===== src/rtl/digit_scan_ctrl.sv =====
// Multiplexed scan controller for a 4-digit 7-segment display.
// Display data is double-buffered and takes effect only at the frame wrap.
module digit_scan_ctrl #(
  parameter int PRESCALE     = 50000,
  parameter int BLANK_CYCLES = 500
) (
  input  logic        clk,
  input  logic        rst_n,
  input  logic        en,
  input  logic        load,
  input  logic [15:0] digits_in,
  input  logic [3:0]  dp_in,
  input  logic        blank_lz,
  output logic [1:0]  digit_sel,
  output logic [6:0]  seg_n,
  output logic        dp_n,
  output logic        blank,
  output logic        frame_done
);

  localparam int CW = $clog2(PRESCALE);
  localparam int BW = (BLANK_CYCLES < 2) ? 1 : $clog2(BLANK_CYCLES + 1);
  localparam logic [CW-1:0] CNT_MAX    = CW'(PRESCALE - 1);
  localparam logic [BW-1:0] BLANK_INIT = BW'(BLANK_CYCLES);

  logic [CW-1:0] cnt_q, cnt_d;
  logic [BW-1:0] bcnt_q, bcnt_d;
  logic [1:0]    dig_q, dig_d;
  logic [15:0]   stg_q, stg_d, shd_q, shd_d;
  logic [3:0]    stg_dp_q, stg_dp_d, shd_dp_q, shd_dp_d;
  logic          pend_q, pend_d;
  logic [6:0]    seg_q, seg_d;
  logic          dpn_q, dpn_d, blank_q, blank_d, frame_q, frame_d;
  logic          tick, wrap, dark;
  logic [3:0]    nib;

  function automatic logic [6:0] seg7(input logic [3:0] n);
    case (n)
      4'h0: seg7 = 7'b1000000;  4'h1: seg7 = 7'b1111001;
      4'h2: seg7 = 7'b0100100;  4'h3: seg7 = 7'b0110000;
      4'h4: seg7 = 7'b0011001;  4'h5: seg7 = 7'b0010010;
      4'h6: seg7 = 7'b0000010;  4'h7: seg7 = 7'b1111000;
      4'h8: seg7 = 7'b0000000;  4'h9: seg7 = 7'b0010000;
      4'hA: seg7 = 7'b0001000;  4'hB: seg7 = 7'b0000011;
      4'hC: seg7 = 7'b1000110;  4'hD: seg7 = 7'b0100001;
      4'hE: seg7 = 7'b0000110;  default: seg7 = 7'b0001110;
    endcase
  endfunction

  always_ff @(posedge clk or negedge rst_n) begin
    if (!rst_n) begin
      cnt_q    <= '0;
      bcnt_q   <= BLANK_INIT;
      dig_q    <= 2'd0;
      stg_q    <= '0;
      stg_dp_q <= '0;
      shd_q    <= '0;
      shd_dp_q <= '0;
      pend_q   <= 1'b0;
      seg_q    <= 7'h7F;
      dpn_q    <= 1'b1;
      blank_q  <= 1'b1;
      frame_q  <= 1'b0;
    end else begin
      cnt_q    <= cnt_d;
      bcnt_q   <= bcnt_d;
      dig_q    <= dig_d;
      stg_q    <= stg_d;
      stg_dp_q <= stg_dp_d;
      shd_q    <= shd_d;
      shd_dp_q <= shd_dp_d;
      pend_q   <= pend_d;
      seg_q    <= seg_d;
      dpn_q    <= dpn_d;
      blank_q  <= blank_d;
      frame_q  <= frame_d;
    end
  end

  // Scan timing and buffer transfer
  always_comb begin
    cnt_d    = cnt_q;
    bcnt_d   = bcnt_q;
    dig_d    = dig_q;
    stg_d    = stg_q;
    stg_dp_d = stg_dp_q;
    shd_d    = shd_q;
    shd_dp_d = shd_dp_q;
    pend_d   = pend_q;
    tick     = (cnt_q == CNT_MAX);
    wrap     = tick && (dig_q == 2'd3);
    if (en) begin
      cnt_d = tick ? '0 : cnt_q + 1'b1;
      if (tick) begin
        dig_d  = dig_q + 2'd1;
        bcnt_d = BLANK_INIT;
      end else if (bcnt_q != '0) begin
        bcnt_d = bcnt_q - 1'b1;
      end
    end
    if (load) begin
      stg_d    = digits_in;
      stg_dp_d = dp_in;
      if (en) pend_d = 1'b1;
    end
    // A load landing on the wrap bypasses staging so it shows this frame
    if (en && wrap) begin
      if (load) begin
        shd_d    = digits_in;
        shd_dp_d = dp_in;
      end else if (pend_q) begin
        shd_d    = stg_q;
        shd_dp_d = stg_dp_q;
      end
      pend_d = 1'b0;
    end
  end

  // Outputs are decoded from next state so they register alongside digit_sel
  always_comb begin
    nib  = shd_d[{dig_d, 2'b00} +: 4];
    dark = 1'b0;
    case (dig_d)
      2'd3:    dark = (shd_d[15:12] == 4'h0);
      2'd2:    dark = (shd_d[15:8] == 8'h00);
      2'd1:    dark = (shd_d[15:4] == 12'h000);
      default: dark = 1'b0;
    endcase
    dark    = dark && blank_lz;
    seg_d   = 7'h7F;
    dpn_d   = 1'b1;
    blank_d = 1'b1;
    frame_d = en && wrap;
    if (en && (bcnt_d == '0)) begin
      seg_d   = dark ? 7'h7F : seg7(nib);
      dpn_d   = ~shd_dp_d[dig_d];
      blank_d = 1'b0;
    end
  end

  assign digit_sel  = dig_q;
  assign seg_n      = seg_q;
  assign dp_n       = dpn_q;
  assign blank      = blank_q;
  assign frame_done = frame_q;

endmodule

===== config.mk =====
export PLATFORM = sky130hd
export DESIGN_NAME = digit_scan_ctrl
export DESIGN_NICKNAME = d
export VERILOG_FILES = /design/src/rtl/digit_scan_ctrl.sv
export SDC_FILE = /design/constraint.sdc
export NUM_CORES = 1
export LEC_CHECK = 0
export ABC_CLOCK_PERIOD_IN_PS = 3600
export CAP_MARGIN = 20
export CORE_ASPECT_RATIO = 1.25
export CORE_MARGIN = 1
export CORE_UTILIZATION = 50
export DETAILED_ROUTE_END_ITERATION = 8
export PLACE_DENSITY = 0.79
export RECOVER_POWER = 50
export SLEW_MARGIN = 25
export SYNTH_ARGS = -nofsm -noshare
export SYNTH_HDL_FRONTEND = slang
export SYNTH_SLANG_ARGS = --single-unit

===== constraint.sdc =====
create_clock -name clk -period 3.6 [get_ports clk]
set_input_delay 0.36 -clock clk [delete_from_list [all_inputs] [get_ports clk]]
set_output_delay 0.36 -clock clk [all_outputs]
set_load 0.005 [all_outputs]

Word-level counts from Yosys, hierarchy flattened

Memories as Yosys holds them, arrays and structs flattened.
Index checks and enable logic that the tools add are counted.

Bits in registers: 78
Memory bits (read-only): 112
Output and inout bits: 12
Memories: 1

$add $sub $neg: 3
Order comparisons: 1
Equal/unequal tests: 5
Shifts and indexed selects: 1
Mux-type cells: 22
Bitwise operators: 1
Reductions and logical operators: 12

Memory list:

| memory          | words | bits a word | read ports | clocked after Yosys merged registers in | wr ports | RTL line | text |
|---|---|---|---|---|---|---|---|
| (no name shown) | 16    | 7           | 1          | 0                                       | 0        | 38       | `case (n)` |

Operator list:

| cell                                                | number |
|---|---|
| 2-to-1 mux 16 bit                                   | 4 |
| 2-to-1 mux 9 bit                                    | 3 |
| adder 16 x 1 -> 16 bit (second input constant)      | 1 |
| == test 16 bit (second input constant)              | 1 |
| indexed part select 16 x 5 -> 4 bit                 | 1 |
| 2-to-1 mux 7 bit                                    | 2 |
| logical NOT 12 bit                                  | 1 |
| 2-to-1 mux 4 bit                                    | 3 |
| logical NOT 9 bit                                   | 1 |
| nonzero test 9 bit                                  | 1 |
| subtractor 9 x 1 -> 9 bit (second input constant)   | 1 |
| logical NOT 8 bit                                   | 1 |
| == test 2 bit (second input constant)               | 3 |
| 2-to-1 mux 1 bit                                    | 6 |
| logical AND 1 bit                                   | 4 |
| logical NOT 4 bit                                   | 1 |
| 2-to-1 mux 2 bit                                    | 2 |
| nonzero test 2 bit                                  | 2 |
| < comparator 2 x 3 -> 1 bit (second input constant) | 1 |
| case mux 1 bit (3 select lines)                     | 1 |
| adder 2 x 1 -> 2 bit (second input constant)        | 1 |
| binary-select mux 1 bit (select 2 bit)              | 1 |
| == test 2 x 1 -> 1 bit (second input constant)      | 1 |
| AND reduction 2 bit                                 | 1 |
| inverter 1 bit                                      | 1 |

Depth between registers and ports, before layout

Depth in word-level cells: 9
Depth in mapped cells: 15

Least setup slack after synthesis

Ideal clock, no wire load.

Path kind: reg2reg
Start point: reg dig_q[0] (netlist: digit_sel[0])
End point: reg seg_q[3] (netlist: seg_n[3])
Data arrival time: 3022 ps
Required time: 3528 ps
Slack: 506 ps
Stages on the path, launching flop included: 14
Path buffers: 2
Cell sequence: dfrtp_1 ha_1 clkbuf_1 o21ai_0 nor2_2 buf_2 mux2_2 a22oi_1 nand2_1 inv_1 ha_1 or2_1 and3_1 o21ai_1

Elaborated cells on any way between the ends: 19

RTL lines:

| what                                | RTL line | text |
|---|---|---|
| start, declared                     | 28       | `logic [1:0] dig_q, dig_d;` |
| start signal, assigned              | 67       | `dig_q <= dig_d;` |
| == test 2 bit                       | 91       | `wrap = tick && (dig_q == 2'd3);` |
| logical AND 1 bit                   | 91       |  |
| logical AND 1 bit                   | 107      | `if (en && wrap) begin` |
| 2-to-1 mux 16 bit                   | 107      |  |
| net shd_d[1]                        | 29       | `logic [15:0] stg_q, stg_d, shd_q, shd_d;` |
| indexed part select 16 x 5 -> 4 bit | 121      | `nib = shd_d[{dig_d, 2'b00} +: 4];` |
| memory (16 x 7 bit)                 | n/a      |  |
| 2-to-1 mux 7 bit                    | 135      | `seg_d = dark ? 7'h7F : seg7(nib);` |
| 2-to-1 mux 7 bit                    | 134      | `if (en && (bcnt_d == '0)) begin` |
| net seg_d[3]                        | 32       | `logic [6:0] seg_q, seg_d;` |
| end signal, assigned                | 73       | `seg_q <= seg_d;` |
| end, declared                       | 32       |  |

The timed path passes the listed nets, and every way through them passes these cells.
A chain may end at the register's enable or synchronous reset.

Worst setup path in the final report

Start point: reg cnt_q[0]
End point: reg seg_q[3] (netlist: seg_n[3])

Elaborated cells on any way between the ends: 22

RTL lines:

| what                                | RTL line | text |
|---|---|---|
| start, declared                     | 26       | `logic [CW-1:0] cnt_q, cnt_d;` |
| start signal, assigned              | 65       | `cnt_q <= cnt_d;` |
| == test 16 bit                      | 90       | `tick = (cnt_q == CNT_MAX);` |
| logical AND 1 bit                   | 91       |  |
| logical AND 1 bit                   | 107      |  |
| 2-to-1 mux 16 bit                   | 107      |  |
| net shd_d[1]                        | 29       |  |
| indexed part select 16 x 5 -> 4 bit | 121      |  |
| memory (16 x 7 bit)                 | n/a      |  |
| 2-to-1 mux 7 bit                    | 135      |  |
| 2-to-1 mux 7 bit                    | 134      |  |
| net seg_d[3]                        | 32       |  |

The timed path passes the listed nets, and every way through them passes these cells.

==> results.txt <==
Vias in the first global route = 3225
Register area share after synthesis = 0.4777
Hold Vio Cnt, Final = 0
Share of cells above drive strength 1 = 0.1918
Post-route minimum period = 3336 ps
Final Max Tran Viols = 79
EDFF count, synth = 0
Vias = 3195
Unrepaired setup endpoints after global routing = false
IO buf count = 36
Distinct cells, synth = 69
Critical path class = reg2reg
TritonCTS clock tree = yes
R2R Setup Slk = 260 ps
Failing checks = max-capacitance violations, max-slew violations
Syn_area_per_cell = 10.69 um2
Top Ports = 37
Post-CTS resize count = 0
Post-Route WL = 8970 um
Post-layout util = 0.6121
Setup violations, final = 0
Most used DFF post-synth = dfrtp_1
Largest net degree at the start of global routing = 79
VDD IR max = 0.0003713 V
Cells after Synth = 386
Post-DP Area = 0.004632 mm2
Antenna-violating nets left = 0
# Max-Cap Violations = 1
Leakage = 2.077 nW
DRC viols = 0
Clk slew on worst S/H paths = 80 ps
Worst Hold Class = reg2reg
Gp weighted congestion = 0.9213
Wire per inst = 16.83 um
Drt first pass iters = 5
Clock Tree Buf Depth = 2
Commonest non-fill, non-tap cell in the layout = dfrtp_1
HPWL Detailed = 6535 um
First-pass GRT wire length = 15360 um
N_diodes = 0
H-Tree Depth = 3
Worst-Margin Slew = 1878 ps
Initial Utilization = 0.5233
Synth Net Count = 420
Die area = 0.008620 mm2
Critical Path Fanout Max = 7
Post-CTS setup buffers = 0
Most frequent cells in the layout = 63 x dfrtp_1, 39 x nand2_1, 34 x clkdlybuf4s50_1, 33 x nor2_1, 25 x mux2_2
Slew margin rel. = -0.2520
Die width = 83.24 um
Die height = 103.6 um
Power density over the cells = 469.9 mW/mm2
Row count = 36
Worst Clk Skew = 8.036 ps
FFs w/ async S/R, synth = 1.000
Global Route Usage Sum = 0.2217
Post-route clock period utilization = 0.9267
Total grt overflow = 0
Layout area overhead = 16.95%
F_max = 0.2998 GHz
Hold Slack = 499.8 ps
Final instance area = 0.004825 mm2
Worst-Skew Late Latency = 360 ps
Setup TNS = 0 ps
Syn. warnings = 0
CP Launch Type = register
Worst Path Required = 3890 ps
Clock sinks = 78
CP Capture Type = register
Core Footprint = 0.007883 mm2
Nets@finish = 467
Status = finished with violations
Hold_buf cts = 0
Initial antenna violation count = 0
Initial DRC Count = 202
Mapped cell area = 0.004125 mm2
Synth Register Bits = 78
DR vias/cell = 5.994
Critical Path AT = 3630 ps
Root Buffer = clkbuf_8
CTS buffer count = 9
-- worst paths after layout --
path                                to  depth (start not counted)        start
setup / recovery              seg_n[3]                         12     cnt_q[0]
hold / removal             stg_dp_q[1]                          1  stg_dp_q[1]
setup reg to reg              seg_n[3]                         12     cnt_q[0]
hold reg to reg            stg_dp_q[1]                          1  stg_dp_q[1]
max in group asynchronous    bcnt_q[3]                          1        rst_n
min in group asynchronous    cnt_q[12]                          1        rst_n
-- synthesized netlist by cell type (all sizes together), types with 3 or more instances --
master,number,area share
ha,9,0.027
mux2,25,0.068
o41ai,3,0.011
o21a,5,0.0091
nand2,40,0.037
o31ai,3,0.0067
a22oi,5,0.012
nor3,10,0.013
a211oi,3,0.0055
o221ai,4,0.0085
and3,8,0.012
nor2,34,0.032
and2,3,0.0046
dfstp,15,0.096
o211ai,6,0.011
buf,7,0.010
nor4b,3,0.014
a211o,3,0.0064
or3,6,0.0091
inv,17,0.015
xor2,10,0.021
dfrtp,63,0.38
nand3,11,0.015
o21ai,22,0.027
mux2i,9,0.023
nand4,9,0.015
nor3b,3,0.0055
a21oi,7,0.0094
xnor2,12,0.027
-- logic make-up (layout without fill, tap and decap cells) --
kind of cell / count (synthesis) / in the layout / synth area share
AO/OA/AOI/OAI: 75 / 75 / 0.1423
XOR/XNOR: 22 / 22 / 0.04853
adder cells (fa/ha/maj): 9 / 9 / 0.02730
buffers and inverters: 27 / 79 / 0.02851
flip-flops: 78 / 78 / 0.4777
multiplexers: 34 / 34 / 0.09099
AND/OR/NAND/NOR: 141 / 141 / 0.1847
-- per-layer routing --
layer / track usage / share of wire
met1: 0.2757 / 0.42
met2: 0.3730 / 0.51
met5: 0 / 0
met3: 0.03745 / 0.043
met4: 0.1071 / 0.030
-- per-stage QoR --
stage          cells  power, W  setup slack, ps
2_1_floorplan    386  0.001471            506.2
5_1_grt          533  0.002379            48.04
6_report         533  0.002267            264.0
3_5_place_dp     517  0.001620            132.8
4_1_cts          533  0.002285            272.9
3_3_place_gp     517  0.001594            183.9
-- flip-flops by register name (all words and copies together), names as in the netlist, 2 cells and up --
signal	cells
shd_dp_q	4
bcnt_q	9
cnt_q	16
seg_n	7
digit_sel	2
stg_dp_q	4
shd_q	16
stg_q	16
-- critical path, stage by stage (launching register included) --
cell     delay, ps
dfrtp_1        380
ha_1           250
and4_1         340
nand4_2        280
nor2_2         360
mux2_2         390
a22oi_1        180
nand2_1        170
inv_1          140
ha_1           240
or2_1          240
and3_1         170
o21ai_1        130
-- report_power, final --
| part | switching [W] | internal (W) | leakage [nW] |
|---|---|---|---|
| Clock | 0.000325 | 0.000337 | 0.102 |
| Combinational | 0.000248 | 0.000211 | 1.01 |
| Sequential | 0.000131 | 0.00102 | 0.969 |
| Total | 0.000704 | 0.00156 | 2.08 |
-- cell type report --
class,count,area [um2]
flip-flops and latches,78,1971
fillers,660,3058
multi-input cells,281,2037
clock buffers,10,137.6
well taps,95,118.9
clock inverters,6,61.31
repair buffers,45,431.7
inverters,18,67.56
Power figures use the tool's default switching activity.
